===== src/rtl/snake_dir_queue_if.sv =====
// snake_dir_queue_if
//   Groups the control, button-pulse and heading signals of snake_dir_queue.
//   master: game/test side driving requests and ticks, observing the heading.
//   slave : the direction queue itself.
//   Signals:
//     clear      synchronous restart
//     btn_*      one-cycle debounced press pulses (up/right/down/left)
//     move_tick  one-cycle game move pulse
//     dir        registered heading (00 up, 01 right, 10 down, 11 left)
//     turn       one-cycle pulse, dir was loaded from the queue
//     drop       one-cycle pulse, valid request lost because the queue was full
//     pending    number of queued turns
//     reject_cnt saturating reject/drop counter (only with DIR_QUEUE_STATS_EN)
interface snake_dir_queue_if #(
  parameter int QDEPTH = 2
);
  localparam int CW = $clog2(QDEPTH + 1);

  logic          clear;
  logic          btn_up;
  logic          btn_right;
  logic          btn_down;
  logic          btn_left;
  logic          move_tick;
  logic [1:0]    dir;
  logic          turn;
  logic          drop;
  logic [CW-1:0] pending;
`ifdef DIR_QUEUE_STATS_EN
  logic [7:0]    reject_cnt;

  modport master (
    output clear, btn_up, btn_right, btn_down, btn_left, move_tick,
    input  dir, turn, drop, pending, reject_cnt
  );

  modport slave (
    input  clear, btn_up, btn_right, btn_down, btn_left, move_tick,
    output dir, turn, drop, pending, reject_cnt
  );
`else
  modport master (
    output clear, btn_up, btn_right, btn_down, btn_left, move_tick,
    input  dir, turn, drop, pending
  );

  modport slave (
    input  clear, btn_up, btn_right, btn_down, btn_left, move_tick,
    output dir, turn, drop, pending
  );
`endif

endinterface


===== src/rtl/snake_dir_queue.sv =====
// snake_dir_queue
//   Turns debounced direction-button pulses into the snake heading. Valid
//   turns wait in a small circular FIFO and are applied one per move_tick.
//   Requests that repeat or reverse the most recent heading (queued tail, or
//   dir when the queue is empty) are discarded silently; valid requests that
//   find the queue full raise drop.
//   Ports:
//     Clock    system clock, posedge
//     Reset_n  asynchronous active-low reset
//     bus      snake_dir_queue_if.slave (clear, buttons, tick, dir, turn,
//              drop, pending[, reject_cnt])
//   Parameters:
//     QDEPTH   pending-turn capacity, 1..8
//     INIT_DIR heading after reset/clear
//   Build option:
//     DIR_QUEUE_STATS_EN  adds bus.reject_cnt, a saturating count of silent
//                         rejects and drops
module snake_dir_queue #(
  parameter int         QDEPTH   = 2,
  parameter logic [1:0] INIT_DIR = 2'b01
) (
  input logic              Clock,
  input logic              Reset_n,
  snake_dir_queue_if.slave bus
);

  localparam int CW = $clog2(QDEPTH + 1);
  localparam int PW = (QDEPTH > 1) ? $clog2(QDEPTH) : 1;
  localparam logic [CW-1:0] DEPTH_C  = CW'(QDEPTH);
  localparam logic [PW-1:0] LAST_PTR = PW'(QDEPTH - 1);

  logic [1:0]    mem [QDEPTH];
  logic [PW-1:0] wr_ptr;
  logic [PW-1:0] rd_ptr;
  logic [PW-1:0] tail_ptr;
  logic [CW-1:0] count;
  logic [1:0]    dir_q;
  logic          turn_q;
  logic          drop_q;

  logic          req_valid;
  logic [1:0]    req_dir;
  logic [1:0]    ref_dir;
  logic          req_noop;
  logic          req_accept;
  logic          do_pop;
  logic          do_push;
  logic          do_drop;

  function automatic logic [PW-1:0] ptr_inc(input logic [PW-1:0] p);
    // Explicit wrap so non-power-of-two depths work.
    return (p == LAST_PTR) ? '0 : p + 1'b1;
  endfunction

  // Fixed priority up > right > down > left; losers vanish without a drop.
  always_comb begin
    req_valid = 1'b1;
    req_dir   = 2'b00;
    if (bus.btn_up)         req_dir = 2'b00;
    else if (bus.btn_right) req_dir = 2'b01;
    else if (bus.btn_down)  req_dir = 2'b10;
    else if (bus.btn_left)  req_dir = 2'b11;
    else                    req_valid = 1'b0;
  end

  // Compare against the heading the snake will have once everything already
  // queued is applied, so a burst of taps is judged turn by turn.
  always_comb begin
    tail_ptr   = (wr_ptr == '0) ? LAST_PTR : wr_ptr - 1'b1;
    ref_dir    = (count != '0) ? mem[tail_ptr] : dir_q;
    req_noop   = req_valid && ((req_dir == ref_dir) || (req_dir == (ref_dir ^ 2'b10)));
    req_accept = req_valid && !req_noop;
    do_pop     = bus.move_tick && (count != '0);
    // A full queue still takes a push when the head leaves in the same cycle.
    do_push    = req_accept && ((count < DEPTH_C) || do_pop);
    do_drop    = req_accept && !do_push;
  end

  // Storage is only read behind a non-zero count, so it needs no reset.
  always_ff @(posedge Clock) begin
    if (do_push && !bus.clear) mem[wr_ptr] <= req_dir;
  end

  always_ff @(posedge Clock or negedge Reset_n) begin
    if (!Reset_n) begin
      wr_ptr <= '0;
      rd_ptr <= '0;
      count  <= '0;
      dir_q  <= INIT_DIR;
      turn_q <= 1'b0;
      drop_q <= 1'b0;
    end else if (bus.clear) begin
      wr_ptr <= '0;
      rd_ptr <= '0;
      count  <= '0;
      dir_q  <= INIT_DIR;
      turn_q <= 1'b0;
      drop_q <= 1'b0;
    end else begin
      if (do_push) wr_ptr <= ptr_inc(wr_ptr);
      if (do_pop) begin
        dir_q  <= mem[rd_ptr];
        rd_ptr <= ptr_inc(rd_ptr);
      end
      case ({do_push, do_pop})
        2'b10:   count <= count + 1'b1;
        2'b01:   count <= count - 1'b1;
        default: count <= count;
      endcase
      turn_q <= do_pop;
      drop_q <= do_drop;
    end
  end

  assign bus.dir     = dir_q;
  assign bus.turn    = turn_q;
  assign bus.drop    = drop_q;
  assign bus.pending = count;

`ifdef DIR_QUEUE_STATS_EN
  logic [7:0] rej_cnt;

  always_ff @(posedge Clock or negedge Reset_n) begin
    if (!Reset_n) begin
      rej_cnt <= '0;
    end else if (bus.clear) begin
      rej_cnt <= '0;
    end else if ((req_noop || do_drop) && (rej_cnt != 8'hFF)) begin
      rej_cnt <= rej_cnt + 1'b1;
    end
  end

  assign bus.reject_cnt = rej_cnt;
`endif

endmodule

===== src/flat_wrapper.sv =====
// flat-port wrapper written by rule: the top's interface ports become plain ports
module snake_dir_queue_flat 
#(
  parameter int         QDEPTH   = 2,
  parameter logic [1:0] INIT_DIR = 2'b01
)
  (Clock, Reset_n, bus_clear, bus_btn_up, bus_btn_right, bus_btn_down, bus_btn_left, bus_move_tick, bus_dir, bus_turn, bus_drop, bus_pending);
  snake_dir_queue_if #(.QDEPTH(QDEPTH)) bus_i ();
  input logic Clock;
  input logic Reset_n;
  input wire logic [$bits(bus_i.clear)-1:0] bus_clear;
  input wire logic [$bits(bus_i.btn_up)-1:0] bus_btn_up;
  input wire logic [$bits(bus_i.btn_right)-1:0] bus_btn_right;
  input wire logic [$bits(bus_i.btn_down)-1:0] bus_btn_down;
  input wire logic [$bits(bus_i.btn_left)-1:0] bus_btn_left;
  input wire logic [$bits(bus_i.move_tick)-1:0] bus_move_tick;
  output wire logic [$bits(bus_i.dir)-1:0] bus_dir;
  output wire logic [$bits(bus_i.turn)-1:0] bus_turn;
  output wire logic [$bits(bus_i.drop)-1:0] bus_drop;
  output wire logic [$bits(bus_i.pending)-1:0] bus_pending;
  assign bus_i.clear = bus_clear;
  assign bus_i.btn_up = bus_btn_up;
  assign bus_i.btn_right = bus_btn_right;
  assign bus_i.btn_down = bus_btn_down;
  assign bus_i.btn_left = bus_btn_left;
  assign bus_i.move_tick = bus_move_tick;
  assign bus_dir = bus_i.dir;
  assign bus_turn = bus_i.turn;
  assign bus_drop = bus_i.drop;
  assign bus_pending = bus_i.pending;
  snake_dir_queue #(.QDEPTH(QDEPTH), .INIT_DIR(INIT_DIR)) u_core (.Clock(Clock), .Reset_n(Reset_n), .bus(bus_i));
endmodule

===== config.mk =====
export PLATFORM = sky130hd
export DESIGN_NAME = snake_dir_queue_flat
export DESIGN_NICKNAME = d
export VERILOG_FILES = /design/src/rtl/snake_dir_queue_if.sv /design/src/rtl/snake_dir_queue.sv /design/src/flat_wrapper.sv
export SDC_FILE = /design/constraint.sdc
export NUM_CORES = 1
export LEC_CHECK = 0
export ABC_AREA = 1
export BUFFER_PORTS_ARGS = -buffer_cell sky130_fd_sc_hd__buf_2
export CORE_MARGIN = 5
export CORE_UTILIZATION = 40
export DETAILED_ROUTE_END_ITERATION = 6
export PLACE_DENSITY = 0.72
export SYNTH_ARGS = -nofsm -noshare
export SYNTH_HDL_FRONTEND = slang
export SYNTH_SLANG_ARGS = --single-unit

===== constraint.sdc =====
create_clock -name Clock -period 2 [get_ports Clock]
set_clock_uncertainty 0.2 [all_clocks]
set_input_delay 0 -clock Clock [delete_from_list [all_inputs] [get_ports Clock]]
set_output_delay 0 -clock Clock [all_outputs]
set_load 0.03 [all_outputs]

### Word level (Yosys, flattened, before mapping)

Memories as Yosys holds them, arrays and structs flattened.
Cells that the tools add are included.

* bits in writable memories: 4
* bits in read-only memories: 0
* memories: 1
* latch bits: 0
* input bits: 8
* bits in registers: 8

* reduce and logical (&&, ||, !) cells: 15
* multipliers: 0
* bitwise operators: 1
* mux-type cells: 24
* $add $sub $neg: 5
* magnitude comparators: 1
* shifts and indexed selects: 0
* eq/ne operators: 4
* divide/modulo/power cells: 0

Memory list
* u_core.mem: words 2, bits a word 2, rd ports 2, clocked after memory_dff 0, write ports 1, RTL line snake_dir_queue.sv:32 `logic [1:0] mem [QDEPTH];`

Operator list (count)
* $mux 2: 8
* $mux 1: 15
* $logic_and 1x1->1: 6
* $reduce_bool 2->1: 3
* $eq 2x2->1: 2
* $pmux 2 s2: 1
* $logic_not 1->1: 3
* $reduce_bool 3->1: 1
* $add 1x1->1 const B: 2
* $add 2x1->2 const B: 1
* $eq 2x1->1 const B: 1
* $eq 2x2->1 const B: 1
* $logic_or 1x1->1: 2
* $lt 2x2->1 const B: 1
* $sub 2x1->2 const B: 1
* $not 1->1: 1
* $sub 1x1->1 const B: 1

### Logic depth before layout (Yosys ltp)

Gate-level depths: netlist (run 1).
An unclocked memory read counts as a cell.

* depth in word-level cells: 14
* depth in mapped cells: 12
* mapped depth without buffers: 12

### Least setup slack after synthesis (run 1)

No wires, ideal clock.

* path kind: reg-to-reg
* from: reg u_core.count[1], in the netlist u_core.bus.pending[1]
* to: mem u_core.mem[0][0] (enable)
* required time: 1.491 ns
* cell stages (with the launch flop): 10
* path slack: 0.156 ns
* data arrival time: 1.336 ns
* library setup time: 0.309 ns
* path through: dfrtp_1 -> inv_2 -> nand2_2 -> inv_2 -> nand2_4 -> nand3_1 -> inv_2 -> nor2_4 -> nand3_1 -> nor2_1

* longest elaborated chain between the ends: 12
* elaborated cells between the ends (all ways): 16
* classes of those cells: order compare: 1; eq/ne: 2; mux: 3; bitwise: 1; reduce/logical: 9

Ends and longest elaborated chain
* start, declared: RTL line snake_dir_queue.sv:36 `logic [CW-1:0] count;`
* start signal, assigned: RTL line snake_dir_queue.sv:106 `2'b10: count <= count + 1'b1;`
* start signal, assigned: RTL line snake_dir_queue.sv:107 `2'b01: count <= count - 1'b1;`
* start signal, assigned: RTL line snake_dir_queue.sv:108 `default: count <= count;`
* $reduce_bool 2->1: RTL line snake_dir_queue.sv:70, snake_dir_queue.sv:73
* $mux 2: RTL line snake_dir_queue.sv:70 `ref_dir = (count != '0) ? mem[tail_ptr] : dir_q;`
* $not 1->1 (no line)
* $eq 2x2->1: RTL line snake_dir_queue.sv:71 `req_noop = req_valid && ((req_dir == ref_dir) || (req_dir == (ref_dir ^ 2'b10)));`
* $logic_or 1x1->1: RTL line snake_dir_queue.sv:71
* $logic_and 1x1->1: RTL line snake_dir_queue.sv:71
* $logic_not 1->1: RTL line snake_dir_queue.sv:72 `req_accept = req_valid && !req_noop;`
* $logic_and 1x1->1: RTL line snake_dir_queue.sv:72
* $logic_and 1x1->1 *: RTL line snake_dir_queue.sv:75 `do_push = req_accept && ((count < DEPTH_C) || do_pop);`
* $logic_and 1x1->1 *: RTL line snake_dir_queue.sv:81 `if (do_push && !bus.clear) mem[wr_ptr] <= req_dir;`
* $mux 1 *: RTL line snake_dir_queue.sv:81
* $mux 1 (not written as such) *: RTL line snake_dir_queue.sv:81
* end, declared: RTL line snake_dir_queue.sv:32

Every way passes the cells marked *; elsewhere a longest branch is shown, timed or not.

### Final worst setup path (run 1)

* from: reg u_core.count[1], in the netlist u_core.bus.pending[1]
* to: reg u_core.drop_q, in the netlist u_core.bus.drop

* longest elaborated chain between the ends: 12
* elaborated cells between the ends (all ways): 16
* classes of those cells: order compare: 1; eq/ne: 2; mux: 2; bitwise: 1; reduce/logical: 10

Ends and longest elaborated chain
* $reduce_bool 2->1: RTL line snake_dir_queue.sv:70, snake_dir_queue.sv:73
* $mux 2: RTL line snake_dir_queue.sv:70
* $not 1->1 (no line)
* $eq 2x2->1: RTL line snake_dir_queue.sv:71
* $logic_or 1x1->1: RTL line snake_dir_queue.sv:71
* $logic_and 1x1->1: RTL line snake_dir_queue.sv:71
* $logic_not 1->1: RTL line snake_dir_queue.sv:72
* $logic_and 1x1->1: RTL line snake_dir_queue.sv:72
* $logic_and 1x1->1: RTL line snake_dir_queue.sv:75
* $logic_not 1->1: RTL line snake_dir_queue.sv:76 `do_drop = req_accept && !do_push;`
* $logic_and 1x1->1 *: RTL line snake_dir_queue.sv:76
* $mux 1 *: RTL line snake_dir_queue.sv:92 `end else if (bus.clear) begin`
* end signal, assigned: RTL line snake_dir_queue.sv:111 `drop_q <= do_drop;`
* end, declared: RTL line snake_dir_queue.sv:39 `logic drop_q;`

Marks and branches as above.
A chain may end at the register's enable or synchronous reset.

==> results.json, run 1 <==
{
  "status": "finished, final reports clean",
  "ys_seq_area_share_pct": 48.8,
  "fin_cells": 126,
  "cts.reportedPaths.clkPinSlew_ns": 0.08,
  "cts_buffers": 3,
  "clock_sinks": 12,
  "route.detailed.drc": 0,
  "synth-compound-area-share_pct": 4.93,
  "crit_type": "flop to flop",
  "cp_top_family": "buffers and inverters",
  "synth_cell_type_count": 18,
  "first_pass_iters": 4,
  "postSynthCellCount": 80,
  "n_fill_cell": 138,
  "syn-mean-instance-area_um2": 8.24,
  "crit_chain": "inv_2 > nand2_2 > nand2_1 > nand2_1 > nor3_2 > dlygate4sd3_1",
  "power_switching_share_pct": 44.3,
  "p_comb_share_pct": 49.4,
  "vias_per_cell": 4.75,
  "hold_violations": 0,
  "period_needed_ns": 1.87,
  "initial_core_util_pct": 42.8,
  "setup_ws_ns": 0.128,
  "cp.arrival_ns": 1.89,
  "dr.first_iter.drc_count": 19,
  "ys_seq_elements": 12,
  "port_buffers": 13,
  "yosys.area.top_type": "dfrtp_1",
  "grt_max_degree": 8,
  "clock_path_buffers": 2,
  "muxShareOfSynthArea_pct": 0,
  "cp_common_cell": "nand2_1",
  "cp-end-kind": "flop",
  "worst_path_max_delay_cell": "dlygate4sd3_1",
  "leakagePower_nw": 0.485,
  "fmax_mhz": 534,
  "period_share_pct": 93.6,
  "ctsHtreeMaxLevel": 1,
  "setup_tns_ns": 0,
  "area_delta_synth_final_pct": 38.1,
  "wl_mm": 1.41,
  "synth_top_family_by_area": "simple AND/OR/NAND/NOR gates",
  "layout-drive-gt1-share_pct": 34.5,
  "dpl.hpwl_mm": 1.03,
  "power.density_nw_per_um2": 1150,
  "path_buf_inv": 2,
  "ant_nets": 0,
  "synth.area.top_cells": "dfrtp_1 27%, edfxtp_1 18%, nand2_1 11%",
  "cts-root-buf": "clkbuf_4",
  "synthDominantCellAreaShare_pct": 26.6,
  "slew_violations": 0,
  "power_frac_clock_pct": 14.6,
  "synth.cell_area_um2": 659,
  "tightest_slew_ns": 0.337,
  "critical_path_required_ns": 2.02,
  "io_pins": 14,
  "setup_viol": 0,
  "crit_path_start_kind": "flop",
  "routed-via-count": 598,
  "critPathMaxStageDelay_ns": 0.55,
  "slew_headroom_pct": 77.5,
  "core_area_um2": 1540,
  "max_cap_violations": 0,
  "grt_pass1_vias": 583,
  "hp-class": "flop to flop",
  "gp_congestion": 0.808,
  "grt_setup_unrepaired": "no",
  "dieArea_um2": 2560,
  "ys_warn_count": 0,
  "timing.hold.ws_ns": 0.290,
  "synthXorXnorAreaFrac_pct": 0,
  "grt_pass1_wl_mm": 2.37,
  "diodes": 0,
  "antenna_found_initial": 0,
  "cp_max_fo": 5,
  "seq_power_share_pct": 36.0,
  "row_count": 14,
  "nets": 119,
  "cts_tree": "yes",
  "clk_latency_ns": 0.27,
  "dp_cells": 109,
  "ir_drop_mv": 0.472,
  "netSwitchingPower_mw": 0.464,
  "wire_per_inst_um": 11.2,
  "p_int_mw": 0.584,
  "syn-num-nets": 88,
  "synth_simple_gate_area_share_pct": 38.9,
  "fin_util_pct": 59.1,
  "grt_use_total_pct": 12.1,
  "die_y_um": 50.6,
  "synthAdderAreaFrac_pct": 0,
  "die_w_um": 50.6,
  "place_ws_ns": 0.166,
  "grt-ovfl-total": 0
}
## cell usage after synthesis, drive strengths merged
master and count:
nor3 2, nand4 2, a21oi 2, inv 13, edfxtp 4, o41ai 1, o21ai 1, nand3 9
dfstp 1, a32oi 1, nor2 11, nand2 26, dfrtp 7
## power by group through the flow
stage	Combinational (mW)	Sequential, mW	Clock [mW]
3_5_place_dp	0.458	0.382	0
4_1_cts	0.478	0.376	0.156
5_1_grt	0.567	0.390	0.171
2_1_floorplan	0.293	0.443	0
6_report	0.518	0.378	0.153
3_3_place_gp	0.453	0.378	0
## layout make-up
| class | count | area [um2] | share of cell area, % |
|---|---|---|---|
| clock buffers | 3 | 22.5 | 2.47 |
| clock inverters | 1 | 3.75 | 0.412 |
| inverters | 13 | 48.8 | 5.36 |
| multi-input cells | 55 | 303 | 33.2 |
| flip-flops and latches | 12 | 323 | 35.4 |
| well taps | 16 | 20.0 | 2.20 |
| repair buffers | 26 | 190 | 20.9 |
## state kept, by name, summed over array words and instances (netlist names)
signal and count:
u_core.bus.dir 2, u_core.bus.drop 1, u_core.bus.pending 2, u_core.bus.turn 1
u_core.mem 4, u_core.rd_ptr 1, u_core.wr_ptr 1
## repair_timing
action	in CTS	in global routing
endpoints found under the hold margin	20	0
buffers inserted	0	2
hold buffers	11	0
resized for setup	0	4
setup endpoints to repair	0	1
## worst min-delay path: cells and delay by family, from the launching register on
kind,cells,cell delay [ns]
AND/OR/NAND/NOR,1,0.06
AO/OA/AOI/OAI,1,0.06
flip-flops,1,0.35
## placed cells by master, fill, tap and decap left out
| cell | Yosys | layout |
|---|---|---|
| dlygate4sd3_1 | 0 | 11 |
| nor3_1 | 2 | 1 |
| inv_1 | 10 | 10 |
| a21oi_1 | 2 | 1 |
| nor3_2 | 0 | 1 |
| buf_2 | 0 | 13 |
| inv_2 | 3 | 3 |
| nor2_1 | 10 | 10 |
| dfstp_2 | 1 | 1 |
| nand3_1 | 5 | 4 |
| nand2_2 | 6 | 6 |
| buf_4 | 0 | 2 |
| o21ai_1 | 1 | 1 |
| clkinv_1 | 0 | 1 |
| clkbuf_4 | 0 | 3 |
| dfrtp_2 | 0 | 1 |
| nand3_2 | 4 | 5 |
| nand2_4 | 1 | 1 |
| nand4_1 | 2 | 2 |
| o41ai_1 | 1 | 1 |
| nor2_4 | 1 | 1 |
| a21oi_2 | 0 | 1 |
| nand2_1 | 19 | 19 |
| edfxtp_1 | 4 | 4 |
| a32oi_1 | 1 | 1 |
| dfrtp_1 | 7 | 6 |
## cell families after synthesis
| kind of cell | Yosys count |
|---|---|
| compound gates | 5 |
| buf+inv | 13 |
| flops | 12 |
| simple gates | 50 |
## metrics by stage
stage	cell area [um2]	power [mW]
after CTS	881	1.01
final	911	1.05
after global placement	744	0.831
after detailed placement	744	0.839
after floorplan	659	0.736
after global routing	911	1.13
## per-layer routing
metal | share of wire (%) | track usage [%] | wire, um
met4 | 3.3 | 7.66 | 47
met2 | 50 | 19.6 | 702
met3 | 4.1 | 1.78 | 58
met1 | 43 | 14.9 | 605
met5 | 0 | 0 | 0
## final timing paths
check	start	end	slack [ns]	depth (start not counted)
setup / recovery	u_core.bus.pending[1]$_DFFE_PN0P_	u_core.bus.drop$_DFF_PN0_	0.13	6
hold / removal	u_core.bus.dir[1]$_DFFE_PN0P_	u_core.bus.dir[1]$_DFFE_PN0P_	0.29	2
setup reg to reg	u_core.bus.pending[1]$_DFFE_PN0P_	u_core.bus.drop$_DFF_PN0_	0.13	6
hold reg to reg	u_core.bus.dir[1]$_DFFE_PN0P_	u_core.bus.dir[1]$_DFFE_PN0P_	0.29	2
max in group asynchronous	Reset_n	u_core.bus.pending[1]$_DFFE_PN0P_	0.29	4
min in group asynchronous	Reset_n	u_core.bus.dir[0]$_DFFE_PN1P_	0.54	3
Note: power is estimated with default switching activity, not from simulation.
==> run 2, diff against run 1 <==
- PLACE_DENSITY: 0.72 -> 0.67
==> results.json, run 2 (synthesis results as in run 1) <==
{
  "status": "finished, final reports clean",
  "fin_util_pct": 58.0,
  "regArea_um2": 322,
  "path_buf_inv": 3,
  "finalPower_mw": 1.05,
  "place_area_um2": 744,
  "dpl.hpwl_mm": 1.06,
  "slew_headroom_pct": 78.6,
  "slew_violations": 0,
  "r2r_cells": 9,
  "cp_top_family": "simple AND/OR/NAND/NOR gates",
  "ctsHtreeMaxLevel": 1,
  "crit_chain": "inv_2 > nand2_2 > inv_2 > nand2_4 > nand3_1 > inv_2 > nor2_4 > nand3_1 > nor2_1",
  "final_cell_mix": "19 x nand2_1, 13 x buf_2, 10 x inv_1, 10 x nor2_1, 10 x dlygate4sd3_1",
  "r2r-end": "u_core.mem[0][1]$_DFFE_PP_",
  "route.detailed.drc": 0,
  "wl_mm": 1.46,
  "vias_per_cell": 4.99,
  "ant_nets": 0,
  "clock_path_buffers": 2,
  "row_count": 14,
  "die_w_um": 50.6,
  "hp-class": "primary input to flop",
  "power.density_nw_per_um2": 1180,
  "hold_start": "bus_btn_down",
  "grt-ovfl-total": 0,
  "setup_viol": 0,
  "ff2ff_setup_slack_ns": 0.18,
  "cts.reportedPaths.clkPinSlew_ns": 0.08,
  "cp_max_fo": 5,
  "area_delta_synth_final_pct": 35.5,
  "tightest_slew_ns": 0.317,
  "cp-end-kind": "flop",
  "min_path_cells": 8,
  "crit_path_start_kind": "flop",
  "netSwitchingPower_mw": 0.465,
  "critPathMaxStageDelay_ns": 0.43,
  "grt_use_total_pct": 12.3,
  "power_frac_clock_pct": 14.9,
  "seq_power_share_pct": 35.3,
  "layout_commonest_cell": "nand2_1",
  "max_flop_register": "u_core.mem",
  "io_pins": 14,
  "whs_endpoint": "u_core.bus.drop$_DFF_PN0_",
  "largest_register_ffs": 4,
  "n_fill_cell": 149,
  "grt_setup_unrepaired": "no",
  "diodes": 0,
  "leakagePower_nw": 0.483,
  "p_comb_share_pct": 49.8,
  "dieArea_um2": 2560,
  "clock_sinks": 12,
  "period_needed_ns": 1.82,
  "period_share_pct": 91.2,
  "worst_path_max_delay_cell": "dfrtp_1",
  "routed-via-count": 629,
  "place_ws_ns": 0.178,
  "hold_violations": 0,
  "die_y_um": 50.6,
  "gp_congestion": 0.795,
  "design_area_um2": 893,
  "cp.arrival_ns": 1.60,
  "cts_tree": "yes",
  "port_buffers": 13,
  "p_int_mw": 0.589,
  "grt_pass1_wl_mm": 2.40,
  "ir_drop_mv": 0.475,
  "layout-drive-gt1-share_pct": 31.8,
  "wire_per_inst_um": 11.6,
  "critical_path_required_ns": 1.78,
  "power_switching_share_pct": 44.1,
  "antenna_found_initial": 0,
  "r2r_start": "u_core.bus.pending[1]$_DFFE_PN0P_",
  "setup_ws_ns": 0.176,
  "first_pass_iters": 4,
  "grt_max_degree": 8,
  "initial_core_util_pct": 42.8,
  "setup_tns_ns": 0,
  "cts_buffers": 3,
  "fmax_mhz": 548,
  "multi_input_area_um2": 289,
  "cts-root-buf": "clkbuf_4",
  "clk_latency_ns": 0.28,
  "nets": 119,
  "max_cap_violations": 0,
  "grt_pass1_vias": 599,
  "core_area_um2": 1540,
  "dr.first_iter.drc_count": 6,
  "cp_common_cell": "inv_2",
  "crit_type": "flop to flop"
}
run 2: cell types whose count changed in the layout (fill, tap and decap cells not counted):
cell / before / now
a21oi_1: 1 / 2
a21oi_2: 1 / 0
buf_4: 2 / 3
clkbuf_1: 0 / 1
clkinv_1: 1 / 0
dfrtp_1: 6 / 7
dfrtp_2: 1 / 0
dlygate4sd3_1: 11 / 10
nand3_1: 4 / 5
nand3_2: 5 / 4
nor3_1: 1 / 2
nor3_2: 1 / 0
run 2: worst max-delay path by stage:
stage	to	startpoint	depth (start not counted)	slack, ns
after detailed placement	u_core.mem[0][1]$_DFFE_PP_	u_core.bus.pending[0]$_DFFE_PN0P_	9	0.18
after global placement	u_core.mem[0][1]$_DFFE_PP_	u_core.bus.pending[1]$_DFFE_PN0P_	9	0.22
final	u_core.mem[0][1]$_DFFE_PP_	u_core.bus.pending[1]$_DFFE_PN0P_	9	0.18
after CTS	u_core.bus.drop$_DFF_PN0_	u_core.bus.pending[1]$_DFFE_PN0P_	8	0.06
after global routing	u_core.mem[0][1]$_DFFE_PP_	u_core.bus.pending[1]$_DFFE_PN0P_	9	0.05
after floorplan	u_core.mem[0][0]$_DFFE_PP_	u_core.bus.pending[1]$_DFFE_PN0P_	9	0.16
run 2: cell type report:
| cell class | count | share of cell area [%] |
|---|---|---|
| Timing Repair Buffer | 26 | 21.0 |
| Clock buffer | 4 | 2.94 |
| Inverter | 13 | 5.46 |
| Tap cell | 16 | 2.24 |
| Multi-Input combinational cell | 55 | 32.4 |
| Sequential cell | 12 | 36.0 |
run 2: worst min-delay path: cells and delay by family:
kind | cells | cell delay [ns]
buffers and inverters | 2 | 0.12
AND/OR/NAND/NOR | 6 | 0.40
run 2: repair_timing:
action                                 in CTS  in global routing
gates resized for setup                     0                  0
buffers inserted                            0                  3
hold buffers                               11                  0
endpoints found under the hold margin      20                  0
setup endpoints to repair                   0                  1
run 2: metal layers:
layer / GRT usage [%] / up-vias / share of wire [%]
met5: 0 / - / 0
met4: 8.94 / 0 / 2.9
met3: 1.78 / 5 / 4.3
met2: 20.0 / 15 / 48
met1: 14.3 / 290 / 45
li1: - / 319 / -
run 2: per-stage QoR:
step / hold WS [ns] / std cells
after floorplan: -0.496 / 80
after global placement: -0.350 / 109
after detailed placement: -0.351 / 109
after CTS: 0.161 / 124
after global routing: 0.129 / 126
final: 0.0888 / 126
run 2: power groups by stage:
stage / clock (mW) / sequential, mW / combinational [mW]
final: 0.157 / 0.372 / 0.525
after global routing: 0.175 / 0.379 / 0.577
after CTS: 0.161 / 0.377 / 0.484
after detailed placement: 0 / 0.382 / 0.463
after global placement: 0 / 0.379 / 0.453
after floorplan: 0 / 0.443 / 0.293
